[src/rtl/crc32_stream.sv]
// crc32_stream
// ----------------------------------------------------------------------------
// Streaming Ethernet CRC-32 engine: reflected polynomial 0x04C11DB7, register
// seeded with 0xFFFFFFFF at start of frame, result complemented on output.
// Accumulates the CRC over framed beats and hands one result per frame out
// through a held valid/ready handshake. The same result serves as the FCS to
// insert (res_crc) and as the FCS check (res_ok, residue 0xDEBB20E3).
//
// Ports
//   sys_clk, sys_rst_n   clock, synchronous active-low reset
//   s_valid / s_ready    input beat handshake
//   s_data [DATA_W]      beat data, byte 0 = s_data[7:0] is first on the wire
//   s_keep [DATA_W/8]    byte-valid mask, expected contiguous from bit 0
//   s_sop / s_eop        first / last beat of a frame
//   res_valid/res_ready  result handshake, res_* held while stalled
//   res_crc [32]         complemented CRC, res_crc[7:0] is the first FCS byte
//   res_ok               frame including its FCS leaves the good residue
//   res_len [LEN_W]      accepted byte count, saturating at all-ones
//   res_err              framing violation seen in this frame
// ----------------------------------------------------------------------------
module crc32_stream #(
    parameter int DATA_W = 16,
    parameter int LEN_W  = 16
) (
    input  logic                sys_clk,
    input  logic                sys_rst_n,
    input  logic                s_valid,
    output logic                s_ready,
    input  logic [DATA_W-1:0]   s_data,
    input  logic [DATA_W/8-1:0] s_keep,
    input  logic                s_sop,
    input  logic                s_eop,
    output logic                res_valid,
    input  logic                res_ready,
    output logic [31:0]         res_crc,
    output logic                res_ok,
    output logic [LEN_W-1:0]    res_len,
    output logic                res_err
);

    localparam int          NB        = DATA_W / 8;
    localparam int          CNT_W     = $clog2(NB + 1);
    localparam logic [31:0] POLY_REFL = 32'hEDB8_8320;
    localparam logic [31:0] CRC_INIT  = 32'hFFFF_FFFF;
    localparam logic [31:0] RESIDUE   = 32'hDEBB_20E3;

    if (DATA_W != 8 && DATA_W != 16 && DATA_W != 32 && DATA_W != 64) begin : g_bad_data_w
        $error("crc32_stream: DATA_W must be 8, 16, 32 or 64");
    end
    if (LEN_W < CNT_W) begin : g_bad_len_w
        $error("crc32_stream: LEN_W too narrow for one beat's byte count");
    end

    typedef enum logic {
        ST_IDLE,
        ST_ACTIVE
    } state_t;

    // One byte through the reflected LFSR, LSB of the byte first.
    function automatic logic [31:0] crc_byte(input logic [31:0] crc, input logic [7:0] b);
        logic [31:0] c;
        c = crc ^ {24'h0, b};
        for (int i = 0; i < 8; i++) begin
            c = c[0] ? ((c >> 1) ^ POLY_REFL) : (c >> 1);
        end
        return c;
    endfunction

    state_t             state_q, state_d;
    logic [31:0]        crc_q, crc_d;
    logic [LEN_W-1:0]   len_q, len_d;
    logic               err_q, err_d;
    logic               res_valid_q, res_valid_d;
    logic [31:0]        res_crc_q, res_crc_d;
    logic               res_ok_q, res_ok_d;
    logic [LEN_W-1:0]   res_len_q, res_len_d;
    logic               res_err_q, res_err_d;

    logic               accept;
    logic               beat_take;
    logic               frame_done;
    logic [NB-1:0]      keep_eff;
    logic [CNT_W-1:0]   keep_cnt;
    logic               beat_err;
    logic [31:0]        crc_beat;
    logic [LEN_W-1:0]   len_base;
    logic [LEN_W:0]     len_sum;
    logic [LEN_W-1:0]   len_beat;
    logic               err_beat;

    // A pending, unconsumed result stalls every input beat, framed or not.
    assign s_ready = ~(res_valid_q & ~res_ready);
    assign accept  = s_valid & s_ready;

    // Keep mask decode: only the run of ones starting at bit 0 counts as data.
    // NOTE: every always_comb output gets a default before any branch, so no
    // path can leave it unassigned and infer a latch.
    always_comb begin : keep_decode
        logic run;
        run      = 1'b1;
        keep_eff = '0;
        keep_cnt = '0;
        for (int i = 0; i < NB; i++) begin
            if (run && s_keep[i]) begin
                keep_eff[i] = 1'b1;
                keep_cnt    = keep_cnt + CNT_W'(1);
            end else begin
                run = 1'b0;
            end
        end
        beat_err = (s_keep == '0) || (s_keep != keep_eff) || (!s_eop && !(&s_keep));
    end

    // Beat contribution, chained byte 0 first. A start-of-frame beat seeds
    // from the init value, which also discards an aborted frame.
    always_comb begin : beat_math
        crc_beat = s_sop ? CRC_INIT : crc_q;
        for (int i = 0; i < NB; i++) begin
            if (keep_eff[i]) begin
                crc_beat = crc_byte(crc_beat, s_data[8*i +: 8]);
            end
        end
        len_base = s_sop ? '0 : len_q;
        len_sum  = {1'b0, len_base} + {{(LEN_W + 1 - CNT_W){1'b0}}, keep_cnt};
        len_beat = len_sum[LEN_W] ? '1 : len_sum[LEN_W-1:0];
        err_beat = (s_sop ? 1'b0 : err_q) | beat_err;
    end

    // FSM: state register.
    // NOTE: reset is synchronous, sampled inside the clocked block, and all
    // sequential state uses non-blocking assignments so every flop samples
    // pre-edge values regardless of block ordering.
    always_ff @(posedge sys_clk) begin
        if (!sys_rst_n) begin
            state_q <= ST_IDLE;
        end else begin
            state_q <= state_d;
        end
    end

    // FSM: next state. Outside a frame only a start-of-frame beat matters.
    always_comb begin
        state_d = state_q;
        if (accept && (s_sop || state_q == ST_ACTIVE)) begin
            state_d = s_eop ? ST_IDLE : ST_ACTIVE;
        end
    end

    // FSM: outputs. Beats seen in IDLE without s_sop are accepted and dropped.
    always_comb begin
        beat_take  = accept && (s_sop || state_q == ST_ACTIVE);
        frame_done = beat_take && s_eop;
    end

    // Accumulator and result holding registers.
    always_comb begin
        crc_d       = crc_q;
        len_d       = len_q;
        err_d       = err_q;
        res_valid_d = res_valid_q & ~res_ready;
        res_crc_d   = res_crc_q;
        res_ok_d    = res_ok_q;
        res_len_d   = res_len_q;
        res_err_d   = res_err_q;
        if (beat_take) begin
            crc_d = crc_beat;
            len_d = len_beat;
            err_d = err_beat;
        end
        // Only reachable when the slot is free or being consumed this cycle.
        if (frame_done) begin
            res_valid_d = 1'b1;
            res_crc_d   = ~crc_beat;
            res_ok_d    = (crc_beat == RESIDUE);
            res_len_d   = len_beat;
            res_err_d   = err_beat;
        end
    end

    always_ff @(posedge sys_clk) begin
        if (!sys_rst_n) begin
            crc_q       <= CRC_INIT;
            len_q       <= '0;
            err_q       <= 1'b0;
            res_valid_q <= 1'b0;
            res_crc_q   <= '0;
            res_ok_q    <= 1'b0;
            res_len_q   <= '0;
            res_err_q   <= 1'b0;
        end else begin
            crc_q       <= crc_d;
            len_q       <= len_d;
            err_q       <= err_d;
            res_valid_q <= res_valid_d;
            res_crc_q   <= res_crc_d;
            res_ok_q    <= res_ok_d;
            res_len_q   <= res_len_d;
            res_err_q   <= res_err_d;
        end
    end

    assign res_valid = res_valid_q;
    assign res_crc   = res_crc_q;
    assign res_ok    = res_ok_q;
    assign res_len   = res_len_q;
    assign res_err   = res_err_q;

endmodule
[config.mk]
export PLATFORM = sky130hd
export DESIGN_NAME = crc32_stream
export DESIGN_NICKNAME = d
export VERILOG_FILES = /design/src/rtl/crc32_stream.sv
export SDC_FILE = /design/constraint.sdc
export NUM_CORES = 1
export LEC_CHECK = 0
export CORE_ASPECT_RATIO = 1.4
export CORE_UTILIZATION = 40
export DETAILED_ROUTE_END_ITERATION = 7
export PLACE_DENSITY_LB_ADDON = 0.05
export SKIP_CTS_REPAIR_TIMING = 1
export SLEW_MARGIN = 10
export SYNTH_ARGS = -nofsm -noshare
export SYNTH_HDL_FRONTEND = slang
export SYNTH_SLANG_ARGS = --single-unit
[constraint.sdc]
create_clock -name sys_clk -period 4.5 [get_ports sys_clk]
set_input_delay 0.675 -clock sys_clk [delete_from_list [all_inputs] [get_ports sys_clk]]
set_output_delay 0.675 -clock sys_clk [all_outputs]
set_load 0.005 [all_outputs]
==> results.yml, run 1 <==
status:
  outcome: "finished clean"
critical_path:
  crit_arrival_ps: 4670
  reg2reg_to: "res_ok"
  path_max_fanout: 7
  r2r.worst_path.cells: 11
  path_delay_family: "simple AND/OR/NAND/NOR gates"
  cp_slowest_cell: "clkdlybuf4s50_1"
  worstPathCellList: "clkdlybuf4s50_1 > buf_4 > xor2_1 > nand3_1 > a2111oi_1 > nor4_1 > nand2_1 > xnor3_2 > xnor3_1 > o31a_1 > or3_1 > or4_4 > o31ai_2"
  worstSetupPathType: "input port to flop"
  worst_path_largest_cell_delay_ps: 580
  critical_path_buf_inv_count: 2
  cp-start-kind: "input port"
  crit_path_end: "res_ok"
  r2r_start: "crc_q[1]"
  r2r_setup_slack_ps: 200
  startpoint: "s_data[0]"
  cp_num_cells: 13
  cp.required_ps: 4780
  endpoint_kind: "flop"
pwr:
  seqPwrFrac_pct: 24.7
  p_clk_share_pct: 19.4
  p_total_uw: 4180
  powerDensity_nw_per_um2: 424
  power.share.combinational_pct: 55.9
  swShare_pct: 38.7
  net-switching-power_uw: 1620
  irDropWorstVdd_mv: 0.208
  p_leak_uw: 0.00408
  intPower_uw: 2560
synth:
  synth.top_cell.area_share_pct: 26.4
  syn-cell-area_um2: 7650
  synth-edff-count: 0
  ys_seq_elements: 101
  yosysWarnings: 0
  ys_dominant_reg_cell: "dfxtp_1"
  syn_inst: 946
  ys_types: 81
  yosys-top-cells-area: "dfxtp_1 (26%), xnor2_1 (8.1%), xnor3_1 (7.7%)"
  yosys-top-cells-count: "nor2_1 (125), nand2_1 (114), dfxtp_1 (101)"
  syn_avg_cell_area_um2: 8.09
  synth_largest_area_cell: "dfxtp_1"
  syn-num-nets: 973
  async_reset_ff_share_pct: 0
  seq_area_frac_synth_pct: 26.4
  synth.most_common_cell: "nor2_1"
die:
  start_util_pct: 41.0
  io_pins: 76
  core_area_um2: 18700
  die_h_um: 166
  fp.dieW_um: 119
  dieArea_um2: 19700
  fp-row-count: 59
finish:
  nets: 1134
  diodes: 0
  syn2layout_area_growth_pct: 28.7
  drive_above_1_share_pct: 19.0
sta:
  tns_ps: 0
  max-slew-margin-rel_pct: 56.3
  setup_viol: 0
  fmax_mhz: 228
  finalMaxSlewViolations: 0
  min_period_ps: 4390
  hold_viol_final: 0
  skew_ps: 18.5
  whs_ps: 456
  post-route-period-util_pct: 97.6
  worst_pin_slew_ps: 655
  rsz0062_at_grt: "no"
  fin_ws_ps: 107
drt:
  vias: 7363
  wl_um: 28600
  drt_iter0_drc: 530
  drc_errors: 0
  routedWlPerCell_um: 21.1
  vias_per_cell: 5.43
  drt_pass1_iterations: 5
  ant_nets: 0
clock_tree:
  clock_sinks: 101
  htreeDepth: 3
  numCtsBuffers: 9
  insertion_delay_ps: 360
  clkSlewWorstSetupHoldPaths_ps: 90
  clock_tree.root_cell: "clkbuf_16"
  cts_tree: "built"
  clock_tree.buffer_depth: 2
global_routing:
  track_usage_pct: 29.5
  grt_pass1_vias: 7098
  grt_max_degree: 61
  grt_overflow: 0
  antenna_found_initial: 0
  grt_first_pass_wirelength_um: 43100
run:
  drv_cap: 0
placement:
  pre_cts_slack_ps: -294
  hpwlAfterDp_um: 22400
  port_buffers: 75
  gp_congestion: 0.964
worst_hold_path:
  holdCritPathClass: "flop to flop"
[power by group through the flow]
| stage | Combinational, uW | Sequential [uW] | Clock (uW) |
|---|---|---|---|
| 2_1_floorplan | 1360 | 1020 | 0 |
| 3_3_place_gp | 2300 | 1050 | 0 |
| 3_5_place_dp | 2300 | 1050 | 0 |
| 4_1_cts | 2310 | 1030 | 822 |
| 5_1_grt | 2480 | 1040 | 856 |
| 6_report | 2340 | 1030 | 812 |
[worst min-delay path by stage]
| stage | slack [ps] | startpoint | to | cells after the start |
|---|---|---|---|---|
| final | 460 | res_crc[28] | res_crc[28] | 2 |
| after global routing | 480 | res_crc[8] | res_crc[8] | 2 |
| after CTS | 460 | res_crc[28] | res_crc[28] | 2 |
| after detailed placement | 450 | res_crc[28] | res_crc[28] | 2 |
| after global placement | 440 | res_crc[4] | res_crc[4] | 2 |
| after floorplan | 440 | len_q[7] | len_q[7] | 2 |
[cell usage in the layout, fill, tap and decap left out, types with 6 or more instances in the layout]
cell | synthesis | layout
and3_1 | 6 | 6
a31oi_1 | 17 | 17
o211ai_1 | 27 | 27
nand3_1 | 21 | 21
buf_4 | 6 | 147
xnor3_1 | 26 | 26
nand4_1 | 8 | 8
o21a_1 | 8 | 8
nand2b_1 | 6 | 6
mux2i_1 | 11 | 11
dfxtp_1 | 101 | 101
inv_1 | 15 | 15
clkbuf_16 | 0 | 9
nor2b_1 | 6 | 6
nor3_1 | 28 | 28
clkdlybuf4s50_1 | 0 | 73
o22ai_1 | 7 | 7
xnor2_1 | 71 | 67
nand2_1 | 114 | 114
or3_1 | 10 | 10
xnor2_2 | 6 | 10
o21ai_0 | 45 | 44
xor2_1 | 33 | 33
a21oi_1 | 53 | 53
nor2_1 | 125 | 125
a211oi_1 | 26 | 26
[layout make-up]
class                           instances  area (um2)
Clock buffer                            9         225
Tap cell                              244         305
Sequential cell                       101        2020
Fill cell                            1828        8830
Clock inverter                          7        75.1
Timing Repair Buffer                  224        1880
Multi-Input combinational cell        753        5270
Inverter                               18        67.6
[metal layers]
metal	track usage (%)	routed length (um)	vias up
met3	3.00	919	73
met2	51.8	14500	212
met4	17.7	1800	0
met5	0	0	-
li1	-	-	3648
met1	34.2	11400	3430
[sequential cells by signal, indices dropped and copies added (netlist names)]
signal     flops
crc_q         32
res_crc       32
len_q         16
res_len       16
err_q          1
res_err        1
res_ok         1
res_valid      1
state_q        1
[logic make-up (layout without fill, tap and decap cells)]
| group | after synthesis | after routing | share of synthesized area [%] |
|---|---|---|---|
| fa+ha+maj | 3 | 3 | 0.589 |
| compound gates | 236 | 236 | 20.9 |
| mux | 13 | 13 | 1.73 |
| xor+xnor | 148 | 148 | 24.5 |
| flops | 101 | 101 | 26.4 |
| simple gates | 353 | 353 | 20.6 |
| buf+inv | 92 | 258 | 5.25 |
[through the flow]
step,instance area (um2),cells,util [%]
final,9850,1356,52.7
after global routing,9850,1356,52.7
after CTS,9810,1355,52.5
after detailed placement,9510,1339,50.9
after global placement,9510,1339,50.9
after floorplan,7660,946,-
[worst min-delay path: cells and delay by family, from the launching register on]
family	cells	cell delay (ps)
AO/OA/AOI/OAI	1	50
flip-flops	1	320
AND/OR/NAND/NOR	1	50
(Power assumes the default switching activity.)
==> run 2: changes to the inputs <==
--- a/config.mk
+++ b/config.mk
@@ -9,8 +9,6 @@
 export CORE_UTILIZATION = 40
 export DETAILED_ROUTE_END_ITERATION = 7
 export PLACE_DENSITY_LB_ADDON = 0.05
-export SKIP_CTS_REPAIR_TIMING = 1
-export SLEW_MARGIN = 10
 export SYNTH_ARGS = -nofsm -noshare
 export SYNTH_HDL_FRONTEND = slang
 export SYNTH_SLANG_ARGS = --single-unit
==> results of run 2 <==
No change in the layout: final DEF, timing and power equal those of run 1.
==> run 3: changes to the inputs <==
--- a/config.mk
+++ b/config.mk
@@ -5,10 +5,14 @@
 export SDC_FILE = /design/constraint.sdc
 export NUM_CORES = 1
 export LEC_CHECK = 0
+export CELL_PAD_IN_SITES_DETAIL_PLACEMENT = 1
+export CELL_PAD_IN_SITES_GLOBAL_PLACEMENT = 2
 export CORE_ASPECT_RATIO = 1.4
-export CORE_UTILIZATION = 40
+export CORE_MARGIN = 5
+export CORE_UTILIZATION = 32
 export DETAILED_ROUTE_END_ITERATION = 7
 export PLACE_DENSITY_LB_ADDON = 0.05
+export SLEW_MARGIN = 20
 export SYNTH_ARGS = -nofsm -noshare
 export SYNTH_HDL_FRONTEND = slang
 export SYNTH_SLANG_ARGS = --single-unit
==> run 3 against run 2 <==
Net effect:
- worst setup slack got worse by 6.9 ps
- clock skew down 4.7 ps
- power up 4.9%
- via count grew 4.6%
- non-clock buffer count rose by 18
- largest cell class unchanged
==> results.yml, run 3 (synthesis results as in run 1) <==
status:
  outcome: "finished clean"
sta:
  post-route-period-util_pct: 97.8
  skew_ps: 13.8
  setup_viol: 0
  min_period_ps: 4400
  hold_viol_final: 0
  max-slew-margin-rel_pct: 55.2
  worst_pin_slew_ps: 672
  finalMaxSlewViolations: 0
  fmax_mhz: 227
clock_tree:
  htreeDepth: 3
  clock_sinks: 101
  clock_tree.buffer_depth: 2
  numCtsBuffers: 9
  insertion_delay_ps: 370
  cts_hold_buf: 0
  clock_tree.root_cell: "clkbuf_16"
  clkSlewWorstSetupHoldPaths_ps: 90
  cts_tree: "built"
placement:
  post-place-cells: 1415
  hpwlAfterDp_um: 26800
  port_buffers: 75
  gp_congestion: 0.964
pwr:
  p_total_uw: 4380
  p_leak_uw: 0.00425
  powerDensity_nw_per_um2: 427
  irDropWorstVdd_mv: 0.245
drt:
  drc_errors: 0
  vias_per_cell: 5.35
  vias: 7704
  wl_um: 33800
  drt_iter0_drc: 384
  drt_pass1_iterations: 4
  routedWlPerCell_um: 23.4
  ant_nets: 0
critical_path:
  worst_path_most_repeated_cell: "xnor2_2"
  startpoint: "s_data[1]"
  worstPathCellList: "clkdlybuf4s50_1 > buf_4 > xnor2_1 > or3_1 > a22o_1 > a31oi_4 > xnor2_4 > buf_6 > xnor2_2 > xnor2_2 > mux2i_2 > or4b_1 > or4_4 > o31ai_2"
  cp.required_ps: 4790
  path_max_fanout: 5
  endpoint_kind: "flop"
  r2r_start: "crc_q[5]"
  crit_arrival_ps: 4690
  worst_path_largest_cell_delay_ps: 500
  cp-start-kind: "input port"
  cp_slowest_cell: "or4_4"
  worstSetupPathType: "input port to flop"
worst_hold_path:
  holdCritPathClass: "flop to flop"
  hold_start: "res_crc[1]"
finish:
  nets: 1152
  syn2layout_area_growth_pct: 34.3
  diodes: 0
  final_cell_mix: "buf_4 (160), nor2_1 (124), nand2_1 (114)"
  final_cells: 1440
  final_util_pct: 43.3
  drive_above_1_share_pct: 22.5
  fillers: 2835
  final_common_cell: "buf_4"
run:
  drv_cap: 0
die:
  fp.dieW_um: 141
  core_area_um2: 23700
  fp-row-count: 67
  die_h_um: 193
  io_pins: 76
  start_util_pct: 32.3
  dieArea_um2: 27100
global_routing:
  grt_first_pass_wirelength_um: 50300
  grt_pass1_vias: 8136
  grt_overflow: 0
  grt_max_degree: 61
  track_usage_pct: 24.7
  antenna_found_initial: 0
## run 3: layout make-up
| class | instances | area (um2) | area share [%] |
|---|---|---|---|
| multi-input combinational | 753 | 5440 | 52.9 |
| timing repair buffer | 242 | 2070 | 20.1 |
| sequential | 101 | 2020 | 19.7 |
| tap | 310 | 388 | 3.77 |
| clock buffer | 9 | 225 | 2.19 |
| inverter | 18 | 67.6 | 0.657 |
| clock inverter | 7 | 63.8 | 0.621 |
## run 3: power breakdown
part           internal, uW  switching, uW  total, uW
registers               960           78.2       1040
clock network           390            410        800
logic                  1300           1250       2550
## run 3: path summary, 6_finish.rpt
| kind | end | slack (ps) | depth (start not counted) |
|---|---|---|---|
| hold / removal | res_crc[1] | 460 | 2 |
| setup / recovery | res_ok | 100 | 14 |
| setup reg to reg | res_ok | 140 | 12 |
| hold reg to reg | res_crc[1] | 460 | 2 |
## run 3: critical path, delay by kind of cell
family	cells	cell delay, ps
multiplexers	1	330
XOR/XNOR	4	770
buffers and inverters	3	860
AND/OR/NAND/NOR	3	1380
AO/OA/AOI/OAI	3	680
## run 3: what timing repair did
action | 4_1_cts | 5_1_grt
setup buffers | 1 | 8
pin swaps | 2 | 10
setup endpoints to repair | 1 | 1
endpoints found under the hold margin | 0 | 0
resized for setup | 13 | 32
## run 3: per-layer routing
metal / global-route usage [%] / wire length [um]
met1: 26.5 / 13200
met2: 46.3 / 17500
met3: 3.50 / 1040
met4: 13.5 / 1960
met5: 0 / 0
## run 3: per-stage QoR
stage               hold slack [ps]  setup slack (ps)  setup TNS, ps  cell area, um2
finish                          460               100              0           10300
global route                    492             -23.8          -23.8           10300
CTS                             470              7.36              0           10100
detailed placement              453              -525           -542            9690
global placement                445              -486           -505            9690
floorplan                       441              8.80              0            7660
==> RTL edit: new RTL, flow settings as in run 1 <==
Reset style: asynchronous (`sys_rst_n`), changed in 2 clocked blocks. Comments in the files are not updated.
--- a/src/rtl/crc32_stream.sv
+++ b/src/rtl/crc32_stream.sv
@@ -130,7 +130,7 @@
     // NOTE: reset is synchronous, sampled inside the clocked block, and all
     // sequential state uses non-blocking assignments so every flop samples
     // pre-edge values regardless of block ordering.
-    always_ff @(posedge sys_clk) begin
+    always_ff @(posedge sys_clk or negedge sys_rst_n) begin
         if (!sys_rst_n) begin
             state_q <= ST_IDLE;
         end else begin
@@ -177,7 +177,7 @@
         end
     end
 
-    always_ff @(posedge sys_clk) begin
+    always_ff @(posedge sys_clk or negedge sys_rst_n) begin
         if (!sys_rst_n) begin
             crc_q       <= CRC_INIT;
             len_q       <= '0;
Function: changed (Yosys sat finds a counterexample within 4 cycles, from zero or initial values and one cycle with sys_rst_n low; the reset may be asserted at any time).
==> RTL edit against run 1 <==
- synthesized area shrank 2.1%
- wire length shrank 9.5%
- design area shrank 7.0%
- setup slack gained 0.060 ns
- sequential cell count is the same
- critical path depth is the same
- non-clock buffer count shrank 79
- sequential share of layout area grew 7.5 points
- first-iteration DRC count shrank 12%
- largest cell class unchanged
- maximum frequency grew 1.4%
Power is not compared: it rests on default switching activity, and its combinational part moved more than twofold at a synthesized area within 25%.
==> RTL edit: results (changes against run 1) <==
outcome finished clean; RePlAce Congestion 0.957 (-0.67%); total vias in the final route 6641 (-9.8%); Final min period 4.33 ns (-0.0595 ns); actual slew at the worst max-slew pin 0.980 ns (+0.324 ns); Routed met2 length 12900 um (-11%); met3 track demand over resource in global routing 3.09% (+0.094 points); share of the final layout cell area in multi-input gates 50.4% (-3.1 points); post-synth net total 898 (-7.7%); final cell count without fillers 1212 (-11%); met1 track demand over resource 32.7% (-1.6 points); total length of routed wires 25900 um (-9.5%); Overall Global Routing Usage 28.0% (-1.5 points); wire length the detailed router placed on met1 10600 um (-7.1%); data arrival at the endpoint of the critical path 4.60 ns (-0.07 ns); Crit Reg-Reg Endpoint res_ok; crit path launch s_data[1]; vias in the first global route 6774 (-4.6%); final-layout worst hold slack 0.442 ns (-0.0140 ns); fraction of layout instances using a drive strength above 1 15.5% (-3.4 points); sequential cell area fraction in the yosys report 34.3% (+7.8 points); XOR/XNOR Fraction of Synth Area 23.7% (-0.78 points); largest net degree at the start of global routing 76 (+25%); net count reported at finish 994 (-12%); area of the die 19300 sq um (-2.1%); number of distinct library cells after synthesis 63 (-22%)
## RTL edit: changes by cell type after synthesis, moves of 11 or more
cell	change
a21oi_1	-15
o211ai_1	-22
dfrtp_1	+69
o21ai_0	+45
nor2_1	-44
dfstp_2	+32
nand3_1	-11
dfxtp_1	-101
a211oi_1	-23
xnor3_1	-11
nand2_1	+56
nor3_1	-15
## RTL edit: worst max-delay path: stages
cell and delay, ns:
clkdlybuf4s50_1 0.48, xnor2_1 0.18, or3_1 0.40, buf_4 0.16
a211oi_1 0.55, o211ai_1 0.30, and2_1 0.23, o32ai_1 0.48
xnor2_1 0.13, mux2i_1 0.23, nor4bb_1 0.30, nand4_1 0.22
o31ai_2 0.26
## RTL edit: kinds of logic (layout without fill, tap and decap cells)
logic type / Yosys count / count (layout)
flops: 101 / 101
fa+ha+maj: 3 / 3
mux: 13 / 13
compound gates: 207 / 207
simple gates: 322 / 322
xor+xnor: 147 / 147
buf+inv: 78 / 179
